--- config.mk ---
export PLATFORM = sky130hd
export DESIGN_NAME = alu_seq_n_bits
export DESIGN_NICKNAME = d
export VERILOG_FILES = /design/src/rtl/alu_seq_n_bits.sv
export SDC_FILE = /design/constraint.sdc
export NUM_CORES = 1
export LEC_CHECK = 0
export ABC_CLOCK_PERIOD_IN_PS = 8600
export BUFFER_PORTS_ARGS = -buffer_cell sky130_fd_sc_hd__buf_2
export CAP_MARGIN = 20
export CORE_MARGIN = 2
export CORE_UTILIZATION = 45
export CTS_CLUSTER_DIAMETER = 200
export DETAILED_ROUTE_END_ITERATION = 8
export GPL_TIMING_DRIVEN = 0
export PLACE_DENSITY = 0.63
export SLEW_MARGIN = 20
export SYNTH_ARGS = -nofsm -noshare
export SYNTH_HDL_FRONTEND = slang
export SYNTH_SLANG_ARGS = --single-unit
--- constraint.sdc ---
create_clock -name clk -period 8.6 [get_ports clk]
set_clock_uncertainty 0.05 [all_clocks]
set_input_delay 0.86 -clock clk [delete_from_list [all_inputs] [get_ports clk]]
set_output_delay 0.86 -clock clk [all_outputs]
set_load 0.02 [all_outputs]
--- src/rtl/alu_seq_n_bits.sv ---
// Registered N-bit ALU with start/busy/done handshake.
// MUL is an N-cycle shift-add; DIV/MOD share an N-cycle restoring divider.
module alu_seq_n_bits #(
    parameter int unsigned N = 4
) (
    input  logic         clk,
    input  logic         rst_n,
    input  logic         start,
    input  logic [N-1:0] a,
    input  logic [N-1:0] b,
    input  logic [3:0]   control,
    output logic         busy,
    output logic         done,
    output logic [N-1:0] result,
    output logic         v,
    output logic         c,
    output logic         n,
    output logic         z,
    output logic         dz,
    output logic         err
);

    localparam int unsigned CW = $clog2(N);

    localparam logic [3:0] OP_ADD = 4'd0;
    localparam logic [3:0] OP_SUB = 4'd1;
    localparam logic [3:0] OP_AND = 4'd2;
    localparam logic [3:0] OP_OR  = 4'd3;
    localparam logic [3:0] OP_XOR = 4'd4;
    localparam logic [3:0] OP_LSR = 4'd5;
    localparam logic [3:0] OP_LSL = 4'd6;
    localparam logic [3:0] OP_MOD = 4'd7;
    localparam logic [3:0] OP_MUL = 4'd8;
    localparam logic [3:0] OP_DIV = 4'd9;

    typedef enum logic {
        IDLE = 1'b0,
        RUN  = 1'b1
    } state_t;

    state_t        state, state_nxt;
    logic [CW-1:0] cnt, cnt_nxt;
    logic [N-1:0]  opa, opa_nxt;
    logic [N-1:0]  opb, opb_nxt;
    logic [3:0]    op, op_nxt;
    logic [N-1:0]  hi, hi_nxt;
    logic [N-1:0]  lo, lo_nxt;

    logic          fin;
    logic [N-1:0]  fin_res;
    logic          fin_c, fin_v, fin_dz, fin_err;

    // single-cycle unit, evaluated on the live inputs at the accept edge
    logic [N-1:0]  b_eff;
    logic [N:0]    add_sum;
    logic          shift_big;
    logic [N-1:0]  oc_res;
    logic          oc_c, oc_v, oc_dz, oc_err, oc_iter;

    always_comb begin
        b_eff     = (control == OP_SUB) ? ~b : b;
        add_sum   = {1'b0, a} + {1'b0, b_eff} + (N+1)'(control == OP_SUB);
        shift_big = ({1'b0, b} >= (N+1)'(N));
        oc_res    = '0;
        oc_c      = 1'b0;
        oc_v      = 1'b0;
        oc_dz     = 1'b0;
        oc_err    = 1'b0;
        oc_iter   = 1'b0;
        case (control)
            OP_ADD, OP_SUB: begin
                oc_res = add_sum[N-1:0];
                oc_c   = add_sum[N];
                oc_v   = (a[N-1] == b_eff[N-1]) && (add_sum[N-1] != a[N-1]);
            end
            OP_AND: oc_res = a & b;
            OP_OR:  oc_res = a | b;
            OP_XOR: oc_res = a ^ b;
            OP_LSR: oc_res = shift_big ? '0 : (a >> b);
            OP_LSL: oc_res = shift_big ? '0 : (a << b);
            OP_MOD: begin
                if (b == '0) begin
                    oc_res = a;
                    oc_dz  = 1'b1;
                end else begin
                    oc_iter = 1'b1;
                end
            end
            OP_MUL: oc_iter = 1'b1;
            OP_DIV: begin
                if (b == '0) begin
                    oc_res = '1;
                    oc_dz  = 1'b1;
                end else begin
                    oc_iter = 1'b1;
                end
            end
            default: oc_err = 1'b1;
        endcase
    end

    // one iteration step: hi/lo hold product halves (MUL) or remainder/quotient (DIV/MOD)
    logic [N:0]   mul_sum;
    logic [N-1:0] mul_hi, mul_lo;
    logic [N:0]   div_sh, div_df;
    logic         div_ge;
    logic [N-1:0] div_hi, div_lo;

    always_comb begin
        mul_sum = {1'b0, hi} + (lo[0] ? {1'b0, opa} : (N+1)'(0));
        mul_hi  = mul_sum[N:1];
        mul_lo  = {mul_sum[0], lo[N-1:1]};
        div_sh  = {hi, lo[N-1]};
        div_ge  = (div_sh >= {1'b0, opb});
        div_df  = div_sh - {1'b0, opb};
        div_hi  = div_ge ? div_df[N-1:0] : div_sh[N-1:0];
        div_lo  = {lo[N-2:0], div_ge};
    end

    always_ff @(posedge clk) begin
        if (!rst_n) state <= IDLE;
        else        state <= state_nxt;
    end

    always_comb begin
        state_nxt = state;
        cnt_nxt   = cnt;
        opa_nxt   = opa;
        opb_nxt   = opb;
        op_nxt    = op;
        hi_nxt    = hi;
        lo_nxt    = lo;
        fin       = 1'b0;
        fin_res   = '0;
        fin_c     = 1'b0;
        fin_v     = 1'b0;
        fin_dz    = 1'b0;
        fin_err   = 1'b0;
        case (state)
            IDLE: begin
                if (start) begin
                    opa_nxt = a;
                    opb_nxt = b;
                    op_nxt  = control;
                    if (oc_iter) begin
                        state_nxt = RUN;
                        cnt_nxt   = '0;
                        hi_nxt    = '0;
                        lo_nxt    = (control == OP_MUL) ? b : a;
                    end else begin
                        fin     = 1'b1;
                        fin_res = oc_res;
                        fin_c   = oc_c;
                        fin_v   = oc_v;
                        fin_dz  = oc_dz;
                        fin_err = oc_err;
                    end
                end
            end
            RUN: begin
                cnt_nxt = cnt + CW'(1);
                if (op == OP_MUL) begin
                    hi_nxt = mul_hi;
                    lo_nxt = mul_lo;
                end else begin
                    hi_nxt = div_hi;
                    lo_nxt = div_lo;
                end
                if (cnt == CW'(N - 1)) begin
                    state_nxt = IDLE;
                    cnt_nxt   = '0;
                    fin       = 1'b1;
                    if (op == OP_MUL) begin
                        fin_res = mul_lo;
                        fin_c   = |mul_hi;
                        fin_v   = |mul_hi;
                    end else if (op == OP_DIV) begin
                        fin_res = div_lo;
                    end else begin
                        fin_res = div_hi;
                    end
                end
            end
            default: state_nxt = IDLE;
        endcase
    end

    always_ff @(posedge clk) begin
        if (!rst_n) begin
            cnt    <= '0;
            opa    <= '0;
            opb    <= '0;
            op     <= '0;
            hi     <= '0;
            lo     <= '0;
            done   <= 1'b0;
            result <= '0;
            v      <= 1'b0;
            c      <= 1'b0;
            n      <= 1'b0;
            z      <= 1'b0;
            dz     <= 1'b0;
            err    <= 1'b0;
        end else begin
            cnt  <= cnt_nxt;
            opa  <= opa_nxt;
            opb  <= opb_nxt;
            op   <= op_nxt;
            hi   <= hi_nxt;
            lo   <= lo_nxt;
            done <= fin;
            if (fin) begin
                result <= fin_res;
                v      <= fin_v;
                c      <= fin_c;
                n      <= fin_res[N-1];
                z      <= (fin_res == '0);
                dz     <= fin_dz;
                err    <= fin_err;
            end
        end
    end

    assign busy = (state == RUN);

endmodule

# == After elaboration in Yosys (flattened, before gate mapping) ==
# Cells that the tools add are included.
# word_totals
in_bits,15
out_inout_bits,12
word_cells,111
reg_bits,34
# op_classes
bitwise,5
n_eq_ne,16
n_addsub,5
reduce_logical,10
order_cmp,2
muxes,56
shift,2
# ops
operator,count
$mux 4,19
$pmux 4 s8,1
$mux 1,24
$pmux 4 s2,3
$eq 4x3->1 const B,4
$eq 4x4->1 const B,4
$logic_not 4->1,3
$add 4x4->5,2
$pmux 1 s2,5
$reduce_or 10->1,1
$eq 4x2->1 const B,2
$mux 2,3
$add 5x1->5,1
$ge 5x4->1,1
$and 4x4->4,1
$eq 4x1->1 const B,1
$ge 4x3->1 const B,1
$ne 2x2->1 const B,2
$not 4->4,1
$or 4x4->4,1
$pmux 2 s2,1
$reduce_and 2->1,2
$reduce_or 2->1,2
$reduce_or 4->1,1
10 further kinds,10

# == Logic depth before layout (Yosys ltp) ==
# Gate-level depths: netlist of the first run.
# depth
word_depth,10
mapped_depth,12
depth_no_buf,11

# == Worst setup path after synthesis of the first run ==
# Ideal clock, no wire load.
# synth_timing
kind,input port to flip-flop
from,input port control[2]
to,register z
slack_ps,5282
n_path_buf,2
stages,12
setup_time_ps,59
t_required_ps,8491
t_arrival_ps,3209
path_cell_list,buf_4 -> buf_4 -> nor3_1 -> xnor2_1 -> fa_1 -> nor3b_1 -> a31oi_1 -> a21oi_1 -> a41oi_1 -> a31oi_1 -> nor4_1 -> a31o_1
# synth_between
elab_chain_len,9
elab_cells_between_ends,24
cone_classes,add/sub: 2; eq/ne: 9; mux: 9; reduce/logical: 4
# synth_rtl
element,line_no,text
start: declaration,11,"input logic [3:0] control,"
$eq 4x1->1,"61, 62, 70",
$mux 4,61,b_eff = (control == OP_SUB) ? ~b : b;
$add 4x4->5,62,"add_sum = {1'b0, a} + {1'b0, b_eff} + (N+1)'(control == OP_SUB);"
$add 5x1->5,62,
$pmux 4 s8,70,case (control)
$mux 4,145,if (oc_iter) begin
$mux 4,141,if (start) begin
$pmux 4 s2,139,case (state)
$logic_not 4->1,217,z <= (fin_res == '0);
end signal: assignment,217,
end: declaration,18,"output logic z,"
# Parallel ways exist; a longest one is shown, timed or not.
# A chain may end at the register's enable or synchronous reset.

# == Worst setup path in the final report of the first run ==
# layout_timing
from,input port control[3]
to,register z
# Same word-level chain as after synthesis.

==> results of run 1 <==
[power groups by stage]
| stage | sequential [mW] | clock (mW) | combinational [mW] |
|---|---|---|---|
| global route | 0.167 | 0.162 | 0.124 |
| global placement | 0.169 | 0 | 0.110 |
| CTS | 0.166 | 0.154 | 0.112 |
| finish | 0.166 | 0.152 | 0.113 |
| floorplan | 0.171 | 0 | 0.0770 |
| detailed placement | 0.169 | 0 | 0.111 |
[through the flow]
step / setup WS [ps] / cells / hold slack (ps) / instance area, um2 / util, %
final: 5070 / 465 / 410 / 3180 / 52.7
after global routing: 4880 / 465 / 437 / 3180 / 52.7
after CTS: 5090 / 465 / 414 / 3180 / 52.7
after detailed placement: 4770 / 457 / 405 / 3060 / 50.8
after global placement: 4790 / 457 / 398 / 3060 / 50.8
after floorplan: 5280 / 358 / 389 / 2850 / -
[cell type report]
class                      count  area (um2)
multi-input combinational    290        2030
clock buffer                   7        86.3
clock inverter                 1        30.0
timing repair buffer          24         120
buffer                        19         100
inverter                      16        60.1
sequential                    33         661
tap                           75        93.8
fill                         623        2850
[worst max-delay path, stage by stage]
cell and delay [ps]:
buf_2 130, clkbuf_1 220, nor3_1 500, xnor2_1 200, fa_1 460, xor2_1 170, nor2_1 90, nor4b_1 70
nor3_1 370, o22ai_2 160, nor4_1 300, a31o_1 170
[per-layer routing]
metal	wire, um	vias up
li1	-	1354
met1	3660	1230
met2	3420	65
met3	333	13
met4	153	0
met5	0	-
[layout by cell type, fill, tap and decap left out, types with 3 or more instances in the layout]
master	netlist	final
o211ai_1	3	3
a21o_1	6	6
clkbuf_8	0	6
a211o_1	3	3
xor2_1	3	3
buf_2	5	29
inv_1	16	16
mux2i_1	5	5
buf_4	4	4
nor2b_1	15	15
a22oi_1	5	5
fa_1	3	3
nand3b_1	5	5
ha_1	21	21
nand2_1	51	51
a21oi_1	18	18
a21boi_0	12	12
nand3_1	7	7
o21ai_0	13	13
nand2b_1	4	4
xnor2_1	5	5
clkbuf_1	9	10
dfxtp_1	33	33
a21boi_1	4	4
nor3_1	4	4
o221a_1	3	3
mux2_2	3	3
nor2_1	26	26
nor4_1	3	3
a31oi_1	9	9
a211oi_1	4	4
and2_1	8	8
nor3b_1	3	3
[worst min path at each step]
stage               slack (ps)  cells past startpoint                  end
finish                     410                      2  opa[1]$_SDFFE_PN0P_
global route               440                      2  opa[1]$_SDFFE_PN0P_
CTS                        410                      2  opa[2]$_SDFFE_PN0P_
detailed placement         410                      2  opa[3]$_SDFFE_PN0P_
global placement           400                      2  opa[2]$_SDFFE_PN0P_
floorplan                  390                      2  opa[1]$_SDFFE_PN0P_
[flip-flops by register name, indices dropped and copies added, names as in the netlist]
signal  count
cnt         2
err         1
opb         4
hi          4
busy        1
c           1
done        1
result      4
v           1
dz          1
lo          4
z           1
opa         4
op          4
[logic make-up (layout without fill, tap and decap cells)]
group / Yosys count / in the layout / share of synthesized area [%]
DFF: 33 / 33 / 23.2
adders and majority gates: 24 / 24 / 11.3
and+or+nand+nor: 147 / 147 / 27.3
buffers and inverters: 35 / 67 / 5.63
muxes: 9 / 9 / 3.34
xor gates and xnor gates: 8 / 8 / 2.46
AOI/OAI and AO/OA: 102 / 102 / 26.7
==> results.md, run 1 <==
- R2r endpoint: z$_SDFFE_PN0P_
- Root buffer cell: clkbuf_8
- Sink Count: 33
- Sequential area share after synthesis: 23.2%
- Grt total ovfl: 0
- CTS max path bufs: 2
- Power per Cell Area: 135 nW/um2
- Initial antenna violation count: 0
- Startpoint types: input port
- Nets@finish: 428
- Area delta synth->final: 11.6%
- Initial core utilization: 47.2%
- Yosys cell types: 68
- Syn Std Cell Area: 2850 um2
- End of the critical path: z$_SDFFE_PN0P_
- Setup Crit Path Kind: in -> reg
- Leak: 1.30 nW
- Syn Inst Count: 358
- Most used DFF post-synth: dfxtp_1
- Psw: 131 uW
- GR Util met3: 3.56%
- Status: completed
- Avg Cell Area, Syn: 7.95 um2
- Max FO, Critical Path: 10
- CTS tree: yes
- # port buffers: 24
- DRT Wirelength: 7.57 mm
- Largest net degree at the start of global routing: 11
- Final setup vio count: 0
- Die area: 6980 um2
- # diodes: 0
- Global placement routability congestion: 0.951
- R2R depth: 10
- Number of synthesized flops with an enable pin: 0
- Share of the synthesized area in the top cell type: 23.2%
- Most frequent cell after synthesis: nand2_1
- CP arrival: 3720 ps
- Vias per Instance: 5.72
- Worst Hold Class: reg -> reg
- Critical Path End Type: flop
- Total negative slack: 0 ps
- Die Ht: 83.5 um
- Via count of the routed design: 2662
- Cells taking the most area after synthesis: dfxtp_1 (23%), ha_1 (9.2%), nand2_1 (6.7%)
- Cell internal pwr: 299 uW
- Peak VDD IR: 0.105 mV
- Total power: 430 uW
- Ys Warns: 0
- Tmin final: 3530 ps
- CP Data Required Time: 8780 ps
- Met2 Usage GRT: 35.0%
- Post-CTS Resized: 0
- Core area: 6030 um2
- Detailed-router iteration count before antenna repair: 5
- Routed len/inst: 16.3 um
- Total of max-cap violations: 0
- Commonest cells post-synth: nand2_1 (51), dfxtp_1 (33), nor2_1 (26), ha_1 (21), a21oi_1 (18)
- Fmax: 0.283 GHz
- Cts hold-fix bufs: 0
- Vias in the first global route: 2477
- Routed Antenna Nets: 0
- Total track usage: 22.0%
- Largest area contributor in the netlist: dfxtp_1
- Met1 Use GR: 30.4%
- RSZ-0062 raised after global routing: no
- Actual slew at the worst max-slew pin: 739 ps
- Clock power share: 35.2%
- Final period util: 41.1%
- R2r startpoint: lo[3]$_SDFFE_PN0P_
- Reg power frac: 38.6%
- Drc violations: 0
- Num ports: 27
- Hold Startpoint: opa[1]$_SDFFE_PN0P_
- 1st-iter DRT viols: 157
- First-pass GRT wire length: 12.5 mm
- Syn Nets: 397
- Max-slew violations: 0
- Synth async-reset ratio: 0%
- Share of cells above drive strength 1: 14.6%
- Slew headroom: 50.2%
- CP Launch Point: control[3]
- Hpwl dp: 5.85 mm
- Switch share: 30.4%
- R2r setup slk: 5980 ps
- Reg clk slew, reported paths: 70 ps
- Final Hold Viols: 0
- Die Width: 83.5 um
- Gr busiest metal: met2
- #FFs+latches synth: 33
- Worst-Skew Late Latency: 280 ps
- Combinational fraction of design power: 26.2%
- Num CTS Buffers: 5
- Rows: 28
- Htree depth: 2
- Postcts setup bufs: 0
(Power assumes the default switching activity.)
==> run 2, diff against run 1 <==
ABC_CLOCK_PERIOD_IN_PS = 3090   (was 8600)
PLACE_DENSITY = 0.66   (was 0.63)
clock period = 3.09 ns   (was 8.6 ns; I/O delays follow)
==> run 2 against run 1 <==
Die area stayed put. Setup slack worse by 4800 ps. Global-route usage is 0.41 points lower. Via count is 2.9% higher. Register-to-register slack worse by 5600 ps. Total power grew to 2.6 times the previous value. Combinational power grew to 2.8 times the previous value. Critical endpoint unchanged.
==> results.md, run 2 (synthesis results as in run 1) <==
- Nets@finish: 428 (unchanged)
- Worst-Skew Late Latency: 280 ps (about the same)
- Most common cell after layout, fill and taps aside: nand2_1 (unchanged)
- Final Hold Viols: 0 (unchanged)
- CTS max path bufs: 2 (unchanged)
- Met3 WL: 313 um (was 333 um)
- Drc violations: 0 (unchanged)
- Cell Count, Final, Fillers Out: 465 (unchanged)
- Cts hold-fix bufs: 0 (unchanged)
- Rows: 28 (unchanged)
- Vias in the first global route: 2550 (was 2477)
- Power per Cell Area: 359 nW/um2 (was 135 nW/um2)
- Area delta synth->final: 11.3% (was 11.6%)
- Final core utilization: 52.6% (was 52.7%)
- Most frequent cells in the layout: nand2_1 (51), dfxtp_1 (33), buf_2 (29) (unchanged)
- Share of cells above drive strength 1: 15.1% (was 14.6%)
- Detailed-router iteration count before antenna repair: 5 (unchanged)
- Die area: 6980 um2 (unchanged)
- Initial antenna violation count: 0 (unchanged)
- Reg clk slew, reported paths: 70 ps (about the same)
- Max FO, Critical Path: 10 (unchanged)
- Die Width: 83.5 um (unchanged)
- First-pass GRT wire length: 12.4 mm (was 12.5 mm)
- Met1 WL: 3.58 mm (was 3.66 mm)
- Fmax: 0.356 GHz
- Htree depth: 2 (unchanged)
- Total track usage: 21.6% (was 22.0%)
- DRT Wirelength: 7.56 mm (was 7.57 mm)
- Num CTS Buffers: 5 (unchanged)
- Routed wl met2: 3.46 mm (was 3.42 mm)
- Startpoint types: input port (unchanged)
- Total of max-cap violations: 0 (unchanged)
- Grt total ovfl: 0 (unchanged)
- Placed Instances: 457 (unchanged)
- Num ports: 27 (unchanged)
- # diodes: 0 (unchanged)
- Filler cells: 604 (was 623)
- Root buffer cell: clkbuf_8 (unchanged)
- Actual slew at the worst max-slew pin: 590 ps (was 739 ps)
- Setup Crit Path Kind: in -> reg (unchanged)
- Peak VDD IR: 0.261 mV (was 0.105 mV)
- RSZ-0062 raised after global routing: no (unchanged)
- 1st-iter DRT viols: 95 (was 157)
- Routed Antenna Nets: 0 (unchanged)
- Total power: 1.14 mW (was 430 uW)
- Routed len/inst: 16.3 um (about the same)
- Critical Path End Type: flop (unchanged)
- Max Used Layer: met4 (unchanged)
- CTS tree: yes (unchanged)
- Largest net degree at the start of global routing: 11 (unchanged)
- Core area: 6030 um2 (unchanged)
- Leak: 1.30 nW (about the same)
- Via count of the routed design: 2738 (was 2662)
- CP arrival: 2990 ps (was 3720 ps)
- Hpwl dp: 5.93 mm (was 5.85 mm)
- Total negative slack: 0 ps (unchanged)
- Status: completed (unchanged)
- CP Data Required Time: 3270 ps (was 8780 ps)
- Slew headroom: 60.3% (was 50.2%)
- Max-slew violations: 0 (unchanged)
- # port buffers: 24 (unchanged)
- Global placement routability congestion: 0.967 (was 0.951)
- Vias per Instance: 5.89 (was 5.72)
- Tmin final: 2810 ps
- Die Ht: 83.5 um (unchanged)
- Initial core utilization: 47.2% (unchanged)
- Final period util: 91.0%
- Final setup vio count: 0 (unchanged)
- Sink Count: 33 (unchanged)
- Worst Hold Class: in -> reg (was reg -> reg)
run 2: final timing paths:
| check | slack, ps | from | endpoint | depth (start not counted) |
|---|---|---|---|---|
| setup / recovery | 280 | control[3] | z$_SDFFE_PN0P_ | 12 |
| hold / removal | 300 | a[3] | opa[3]$_SDFFE_PN0P_ | 3 |
| setup reg to reg | 370 | lo[3]$_SDFFE_PN0P_ | z$_SDFFE_PN0P_ | 10 |
| hold reg to reg | 410 | opa[2]$_SDFFE_PN0P_ | opa[2]$_SDFFE_PN0P_ | 2 |
run 2: worst max-delay path, stage by stage:
cell and delay, ps:
buf_2 140, clkbuf_1 220, nor3_2 370, xnor2_1 220, fa_1 450, nor3b_1 150
a31oi_1 140, a21oi_1 90, a41oi_1 320, a31oi_1 140, nor4_1 270, a31o_1 170
run 2: cell type report:
class                   count  area [um2]  share of cell area, %
repair buffers             24         120                   3.79
well taps                  75        93.8                   2.96
multi-input cells         290        2030                   64.1
clock buffers               7        96.3                   3.04
clock inverters             1        5.00                  0.158
plain buffers              19         100                   3.16
flip-flops and latches     33         661                   20.9
inverters                  16        60.1                   1.90
run 2: per-stage QoR:
step | setup slack [ps] | hold WS (ps) | instance area (um2)
after floorplan | 323 | 389 | 2850
after global placement | -133 | 400 | 3060
after detailed placement | -131 | 407 | 3060
after CTS | 171 | 296 | 3160
after global routing | 76.1 | 307 | 3170
final | 277 | 301 | 3170
run 2: what timing repair did:
action,CTS,global route
gates resized for setup,0,1
endpoints found under the setup margin,0,1
setup buffers,0,0
run 2: power breakdown:
part,internal (mW),switching [mW]
Clock,0.201,0.157
Sequential,0.447,0.0152
Combinational,0.124,0.193
Total,0.772,0.365
run 2: metal layers:
layer | vias up | global-route usage, %
met5 | - | 0
met4 | 0 | 7.04
met3 | 18 | 3.07
met2 | 78 | 35.7
met1 | 1285 | 28.9
li1 | 1357 | -
==> run 3, diff against run 2 <==
CORE_MARGIN = 5   (was 2)
==> run 3 against run 2 <==
Maximum frequency fell by 2.2%. Wire length increased by 0.71%. Clock power decreased by 12%. Hold slack got worse by 21 ps. Sequential share of layout area is 0.11 points higher. First-iteration DRC count is 68% higher. Highest routed layer unchanged. Non-clock buffer count unchanged. Combinational power about the same.
==> results.md, run 3 (synthesis results as in run 1) <==
- Status: completed (unchanged)
- CP Data Required Time: 3280 ps (was 3270 ps)
- Leak: 1.29 nW (was 1.30 nW)
- Peak VDD IR: 0.317 mV (was 0.261 mV)
- Drc violations: 0 (unchanged)
- Final setup vio count: 0 (unchanged)
- # port buffers: 24 (unchanged)
- Worst Hold Class: in -> reg (unchanged)
- Rows: 29 (was 28)
- Critical Path End Type: flop (unchanged)
- Vias per Instance: 5.90 (was 5.89)
- Setup Crit Path Kind: in -> reg (unchanged)
- Routed len/inst: 16.3 um (about the same)
- Reg clk slew, reported paths: 70 ps (about the same)
- Most frequent cells in the layout: nand2_1 (51), dfxtp_1 (33), buf_2 (29) (unchanged)
- Worst-Skew Late Latency: 290 ps (was 280 ps)
- Tmin final: 2870 ps (was 2810 ps)
- Vias in the first global route: 2511 (was 2550)
- Cts hold-fix bufs: 0 (unchanged)
- Actual slew at the worst max-slew pin: 777 ps (was 590 ps)
- First-pass GRT wire length: 12.2 mm (was 12.4 mm)
- Routed Antenna Nets: 0 (unchanged)
- Reg power frac: 42.3% (was 40.6%)
- Die area: 8020 um2 (was 6980 um2)
- Final Hold Viols: 0 (unchanged)
- Htree depth: 2 (unchanged)
- Hold Startpoint: rst_n (was a[3])
- 1st-iter DRT viols: 160 (was 95)
- Die Width: 89.5 um (was 83.5 um)
- Num CTS Buffers: 5 (unchanged)
- Clock power share: 28.9% (was 31.5%)
- Power per Cell Area: 347 nW/um2 (was 359 nW/um2)
- Psw: 367 uW (was 365 uW)
- Total of max-cap violations: 0 (unchanged)
- Final period util: 93.0% (was 91.0%)
- Cell Count, Final, Fillers Out: 467 (was 465)
- Combinational fraction of design power: 28.8% (was 27.9%)
- Place WS: -164 ps (was -131 ps)
- RSZ-0062 raised after global routing: no (unchanged)
- Total power: 1.09 mW (was 1.14 mW)
- Num ports: 27 (unchanged)
- Nets@finish: 428 (unchanged)
- Cell internal pwr: 726 uW (was 772 uW)
- Total track usage: 19.8% (was 21.6%)
- Core area: 6240 um2 (was 6030 um2)
- DP Area: 3060 um2 (about the same)
- Hpwl dp: 5.88 mm (was 5.93 mm)
- Filler cells: 636 (was 604)
- Global placement routability congestion: 0.929 (was 0.967)
- Detailed-router iteration count before antenna repair: 5 (unchanged)
- Placed Instances: 459 (was 457)
- Area delta synth->final: 10.7% (was 11.3%)
- Root buffer cell: clkbuf_8 (unchanged)
- Most common cell after layout, fill and taps aside: nand2_1 (unchanged)
- CP arrival: 3060 ps (was 2990 ps)
- Initial core utilization: 45.6% (was 47.2%)
- R2r startpoint: lo[3]$_SDFFE_PN0P_ (unchanged)
- Switch share: 33.6% (was 32.1%)
- CTS max path bufs: 2 (unchanged)
- Sink Count: 33 (unchanged)
- Max-slew violations: 0 (unchanged)
- Grt total ovfl: 0 (unchanged)
- Slew headroom: 47.7% (was 60.3%)
- Die Ht: 89.5 um (was 83.5 um)
- Postcts setup bufs: 0 (unchanged)
- CP Launch Point: control[3] (unchanged)
- Via count of the routed design: 2755 (was 2738)
- Initial antenna violation count: 0 (unchanged)
- DRT Wirelength: 7.62 mm (was 7.56 mm)
- Final WS setup: 215 ps (was 277 ps)
- Fmax: 0.348 GHz (was 0.356 GHz)
- CTS tree: yes (unchanged)
- # diodes: 0 (unchanged)
- Final instance area: 3150 um2 (was 3170 um2)
- Max FO, Critical Path: 10 (unchanged)
- Startpoint types: input port (unchanged)
- Largest net degree at the start of global routing: 11 (unchanged)
- Share of cells above drive strength 1: 14.9% (was 15.1%)
## run 3: layout make-up
cell class              count  area, um2  area share (%)
well taps                  77       96.3            3.06
inverters                  16       60.1            1.91
multi-input cells         290       2030            64.5
plain buffers              19        100            3.18
flip-flops and latches     33        661            21.0
clock inverters             2       10.0           0.318
clock buffers               6       72.6            2.30
repair buffers             24        120            3.81
## run 3: power by group through the flow
| stage | Combinational, mW | Clock (mW) | Sequential [mW] |
|---|---|---|---|
| 2_1_floorplan | 0.214 | 0 | 0.477 |
| 3_3_place_gp | 0.305 | 0 | 0.470 |
| 3_5_place_dp | 0.309 | 0 | 0.472 |
| 4_1_cts | 0.310 | 0.320 | 0.462 |
| 5_1_grt | 0.345 | 0.344 | 0.465 |
| 6_report | 0.314 | 0.316 | 0.462 |
## run 3: what timing repair did
| action | in CTS | in global routing |
|---|---|---|
| endpoints found under the setup margin | 0 | 1 |
| endpoints found under the hold margin | 0 | 0 |
| resized for setup | 0 | 1 |
## run 3: worst paths after layout
kind | to | slack, ps | depth (start not counted)
setup / recovery | z$_SDFFE_PN0P_ | 220 | 12
hold / removal | opb[3]$_SDFFE_PN0P_ | 280 | 2
setup reg to reg | z$_SDFFE_PN0P_ | 430 | 8
hold reg to reg | opa[3]$_SDFFE_PN0P_ | 410 | 2
## run 3: metal layers
metal	up-vias	part of all wire (%)	wire (um)	GRT usage (%)
met3	11	7.0	532	3.04
met5	-	0	0	0
met1	1271	45	3440	26.7
li1	1364	-	-	-
met4	0	1.5	117	7.04
met2	109	46	3520	31.9
## run 3: critical path, cell delays in order
cell,delay (ps)
buf_2,140
clkbuf_1,240
nor3_2,380
xnor2_1,170
fa_1,450
xor2_1,180
nor2_1,100
nor4b_1,70
nor3_1,370
o22ai_2,160
nor4_1,330
a31o_1,180
## run 3: per-stage QoR
| stage | hold WS (ps) | util (%) | setup TNS, ps |
|---|---|---|---|
| 6_report | 280 | 50.5 | 0 |
| 5_1_grt | 286 | 50.5 | 0 |
| 4_1_cts | 274 | 50.4 | 0 |
| 3_5_place_dp | 405 | 49.1 | -164 |
| 3_3_place_gp | 401 | 49.1 | -202 |
| 2_1_floorplan | 389 | - | 0 |
